<file path="src/rtl/fetch_buffer.sv">
// rtl/fetch_buffer.sv - sequential instruction fetch with credit-limited FIFO, stall and redirect flush
module fetch_buffer #(
    parameter int          DEPTH    = 4,
    parameter logic [31:0] RESET_PC = 32'h0000_0000
) (
    input  logic        clk,
    input  logic        rst,
    output logic        imem_req_valid,
    output logic [31:0] imem_req_addr,
    input  logic        imem_req_ready,
    input  logic        imem_rsp_valid,
    input  logic [31:0] imem_rsp_data,
    input  logic        redirect_valid,
    input  logic [31:0] redirect_pc,
    output logic        id_valid,
    output logic [31:0] id_inst,
    output logic [31:0] id_pc,
    input  logic        id_ready
);
    localparam int PW = $clog2(DEPTH);
    localparam int CW = PW + 1;
    localparam logic [CW:0] DEPTH_W = (CW+1)'(DEPTH);

    logic [31:0]   fetch_pc_q, fetch_pc_d;
    logic [31:0]   rsp_pc_q, rsp_pc_d;
    logic [CW-1:0] count_q, count_d;
    logic [CW-1:0] outstanding_q, outstanding_d;
    logic [CW-1:0] drop_q, drop_d;
    logic [PW-1:0] head_q, head_d;
    logic [PW-1:0] tail_q, tail_d;
    logic [31:0]   inst_mem_q [DEPTH];
    logic [31:0]   pc_mem_q [DEPTH];

    logic          req_fire;
    logic          rsp_take;
    logic          push;
    logic          pop;
    logic [CW:0]   credit_used;
    logic [31:0]   redirect_base;

    always_comb begin
        // Every in-flight request holds a reserved FIFO slot, so a push can never overflow.
        credit_used    = {1'b0, count_q} + {1'b0, outstanding_q};
        redirect_base  = redirect_pc & 32'hFFFF_FFFC;
        imem_req_valid = !rst && !redirect_valid && (credit_used < DEPTH_W);
        imem_req_addr  = fetch_pc_q;
        id_valid       = !rst && (count_q != '0);
        id_inst        = id_valid ? inst_mem_q[head_q] : 32'h0;
        id_pc          = id_valid ? pc_mem_q[head_q] : 32'h0;

        req_fire = imem_req_valid && imem_req_ready;
        rsp_take = imem_rsp_valid && (outstanding_q != '0);
        pop      = id_valid && id_ready && !redirect_valid;
        push     = rsp_take && (drop_q == '0) && !redirect_valid;

        outstanding_d = outstanding_q;
        case ({req_fire, rsp_take})
            2'b10:   outstanding_d = outstanding_q + CW'(1);
            2'b01:   outstanding_d = outstanding_q - CW'(1);
            default: outstanding_d = outstanding_q;
        endcase

        fetch_pc_d = req_fire ? fetch_pc_q + 32'd4 : fetch_pc_q;
        rsp_pc_d   = push ? rsp_pc_q + 32'd4 : rsp_pc_q;
        drop_d     = (rsp_take && (drop_q != '0)) ? drop_q - CW'(1) : drop_q;
        count_d    = count_q + CW'(push) - CW'(pop);
        head_d     = pop ? head_q + PW'(1) : head_q;
        tail_d     = push ? tail_q + PW'(1) : tail_q;

        // Everything still in flight after this edge belongs to the old path.
        if (redirect_valid) begin
            fetch_pc_d = redirect_base;
            rsp_pc_d   = redirect_base;
            drop_d     = outstanding_d;
            count_d    = '0;
            head_d     = '0;
            tail_d     = '0;
        end
    end

    always_ff @(posedge clk) begin
        if (rst) begin
            fetch_pc_q    <= RESET_PC;
            rsp_pc_q      <= RESET_PC;
            count_q       <= '0;
            outstanding_q <= '0;
            drop_q        <= '0;
            head_q        <= '0;
            tail_q        <= '0;
        end else begin
            fetch_pc_q    <= fetch_pc_d;
            rsp_pc_q      <= rsp_pc_d;
            count_q       <= count_d;
            outstanding_q <= outstanding_d;
            drop_q        <= drop_d;
            head_q        <= head_d;
            tail_q        <= tail_d;
        end
    end

    always_ff @(posedge clk) begin
        if (!rst && push) begin
            inst_mem_q[tail_q] <= imem_rsp_data;
            pc_mem_q[tail_q]   <= rsp_pc_q;
        end
    end

    a_rsp_has_request: assert property (@(posedge clk) disable iff (rst)
        imem_rsp_valid |-> (outstanding_q != '0));

endmodule

</file>
<file path="config.mk">
export PLATFORM = sky130hd
export DESIGN_NAME = fetch_buffer
export DESIGN_NICKNAME = d
export VERILOG_FILES = /design/src/rtl/fetch_buffer.sv
export SDC_FILE = /design/constraint.sdc
export NUM_CORES = 1
export LEC_CHECK = 0
export ABC_AREA = 1
export BUFFER_PORTS_ARGS = -buffer_cell sky130_fd_sc_hd__buf_2
export CAP_MARGIN = 40
export CORE_ASPECT_RATIO = 1.75
export CORE_MARGIN = 3
export CORE_UTILIZATION = 55
export DETAILED_ROUTE_END_ITERATION = 10
export GPL_ROUTABILITY_DRIVEN = 0
export PLACE_DENSITY = 0.73
export SLEW_MARGIN = 20
export SYNTH_ARGS = -nofsm -noshare
export SYNTH_HDL_FRONTEND = slang
export SYNTH_SLANG_ARGS = --single-unit
</file>
<file path="constraint.sdc">
create_clock -name clk -period 5.6 [get_ports clk]
set_input_delay 0.56 -clock clk [delete_from_list [all_inputs] [get_ports clk]]
set_output_delay 0.56 -clock clk [all_outputs]
set_load 0.02 [all_outputs]
</file>
==> results.md <==
- Syn Inst Count: 1558
- Net count, final: 1788
- Simple-gate share of the synthesized area: around a fifth
- Via Count: about 11000
- Wire length on met2: 19100 um
- Max-cap violation count: 0
- Vias in the first global route: 11270
- Worst slew pin tran: 870 ps
- Worst setup margin: 1910 ps
- Syn avg cell area: 9.29 sq um
- Final Hold Viols: 0
- Hold Path Depth: 1
- Hold WS: 229 ps
- Peak Freq: 0.271 GHz
- Via density: 5.58
- Power, Total: 5.24 mW
- Slowest CP cell: buf_4
- Post-layout util: 65.0%
- Slew margin rel.: 42.0%
- WP data arrival: 3130 ps
- Critical path cell sequence: buf_16, inv_2, buf_4, o21ai_0, a21oi_1, buf_2
- Lkg Pwr: 6.47 nW
- Initial core utilization: 56.5%
- Diode count: 0
- Setup violators final: 0
- Clk_lat worst skew: 540 ps
- First-pass GRT wire length: 55800 um
- CTS root buffer: clkbuf_16
- Placed cells: 1987
- Proportion of synthesized area in mux cells: 0%
- Commonest cells after routing, fill and taps aside: nor2_1 (341), nand2_1 (275), edfxtp_1 (248)
- Post-route ant nets: 0
- CP Data Required Time: 5040 ps
- Initial antenna violation count: 0
- Post-CTS sizing: 0
- Startpoint Class: flop
- DIE HEIGHT: 221 um
- Synth cell types: 36
- Core ar.: 0.0256 sq mm
- Max clock buf depth: 3
- Die width: 129 um
- Ratio of cells with drive above 1 in the final layout: ~15%
- Final period util: 65.9%
- Synth Register Bits: 323
- Reg2reg path depth: 7
- Layout Cells excl Fill: 2041
- Drt first-iter violations: around 860
- EDFF count, synth: 248
- Finished Cell Area: roughly 0.017 sq mm
- Max FO, Critical Path: 88
- Total grt overflow: 0
- Max VDD drop: 0.000254 V
- FP Rows: 77
- Primary FF master, synth: edfxtp_1
- Outcome: finished clean
- Area grow syn2layout: 15.2%
- Ys async rst share: 0%
- Slew Viols, Final: 0
- H-tree Lvls: 1
- Largest net degree at the start of global routing: 89
- Placed Area: 0.0157 sq mm
- Post-CTS setup buffers: 0
- Max Used Layer: met4
- Delay of the slowest critical-path stage: about 700 ps
- Compound-cell area share of the yosys netlist: 10.3%
- Crit end category: output pin
- DR pass1 iterations: 5
- Global Route Usage Sum: 24.8%
- Post-synthesis adder-cell area fraction: 1.40%
- Seq/Total Area, Yosys: 61.8%
- Synth Warn #: 0
- Reg area: roughly 0.0090 sq mm
- Die area: 0.0284 sq mm
- CTS tree: yes
- Fin crit period: 3690 ps
- Clk sinks: 323
- Unrepaired setup endpoints after global routing: false
- Drc violations: 0
- Final setup TNS: 0 ps
- PD cells: 314 mW/mm^2
- Multi-input gate area: 0.00484 sq mm
- Drt total wl: 35700 um
- DR WL met3: 1890 um
- Hpwl dp: 23400 um
- XOR/XNOR Fraction of Synth Area: 1.09%
- Clock Skew: 13.4 ps
- Crit path kind: reg2out
- Fillers: 2057
- I/O pin count: 168
- Clk pin slew, worst setup/hold paths: 70 ps
- Post-Place Setup Slack: 2180 ps
- Largest family of logic cells by synthesized area: simple AND/OR/NAND/NOR gates
- Worst hold-check path type: in2reg
- TritonCTS Buffers: 29
- Avg WL per Cell: 17.5 um
- CTS Hold Bufs: 0
- Synth Cell Area: 0.0145 sq mm
- WL met1: roughly 13000 um
- Most common cell after layout, fill and taps aside: nor2_1
- IO Port Bufs: 161
==> Yosys cell counts (2+ instances only) <==
| master | n | share of area, % |
|---|---|---|
| o21ai_0 | 165 | 5.7 |
| nand3b_1 | 5 | 0.26 |
| clkbuf_1 | 44 | 1.1 |
| nor3_1 | 2 | 0.069 |
| buf_4 | 5 | 0.26 |
| o21bai_1 | 4 | 0.21 |
| o21ai_1 | 3 | 0.10 |
| dfxtp_1 | 75 | 10 |
| nand4_1 | 8 | 0.35 |
| nand2_2 | 2 | 0.086 |
| a21oi_1 | 109 | 3.8 |
| ha_1 | 13 | 1.1 |
| buf_1 | 7 | 0.18 |
| xor2_1 | 12 | 0.73 |
| nand2_1 | 276 | 7.2 |
| a31oi_1 | 8 | 0.35 |
| xnor2_1 | 6 | 0.36 |
| inv_1 | 106 | 2.7 |
| buf_6 | 2 | 0.16 |
| nor2_1 | 345 | 9.0 |
| fa_1 | 2 | 0.28 |
| inv_2 | 4 | 0.10 |
| nand3_1 | 76 | 2.6 |
| edfxtp_1 | 248 | 51 |
| nor2_2 | 6 | 0.26 |
| buf_2 | 12 | 0.42 |
| o22ai_1 | 4 | 0.17 |
==> area by class of cell <==
| cell class | count | area share (%) |
|---|---|---|
| sequential | 323 | 53.7 |
| multi-input combinational | 1056 | 29.0 |
| timing repair buffer | 182 | 6.50 |
| clock buffer | 41 | 4.99 |
| inverter | 111 | 2.50 |
| tap | 316 | 2.37 |
| clock inverter | 12 | 0.878 |
==> final timing paths <==
check / slack (ps) / end / startpoint
setup / recovery: 1910 / id_inst[23] / flop
hold / removal: 230 / inst_mem_q[1][26] / imem_rsp_data[26]
setup reg to reg: 2900 / inst_mem_q[0][17] / drop_q[0]
hold reg to reg: 470 / flop / head_q[1]
==> metal layers <==
layer | vias to the layer above | global-route usage (%)
met1 | 5398 | 27.5
met2 | 396 | 46.8
met4 | 0 | 11.4
met3 | 94 | 2.56
met5 | - | 0
li1 | 5502 | -
==> flip-flops by register name (all words and copies together) (netlist names), named ones only <==
register / count
count_q: 3
drop_q: 3
head_q: 2
imem_req_addr: 30
inst_mem_q: 128
outstanding_q: 3
pc_mem_q: 120
rsp_pc_q: 30
tail_q: 2
==> logic make-up (layout without fill, tap and decap cells) <==
group                    after synthesis  count (layout)
AO/OA/AOI/OAI                        293             293
buffers and inverters                182             346
XOR/XNOR                              18              18
flip-flops                           323             323
other                                  1               4
AND/OR/NAND/NOR                      726             726
adder cells (fa/ha/maj)               15              15
==> worst max-delay path, delay by kind of cell, from the launching register on <==
| family | cells | cell delay, ps |
|---|---|---|
| buffers and inverters | 4 | 1570 |
| AO/OA/AOI/OAI | 2 | 550 |
| flip-flops | 1 | 370 |
==> report_power, final <==
group	switching, mW	total (mW)	internal, mW
clock network	0.850	2.02	1.17
registers	0.0766	2.74	2.66
logic	0.323	0.477	0.155
total	1.25	5.24	3.99
Note: power is estimated with default switching activity, not from simulation.
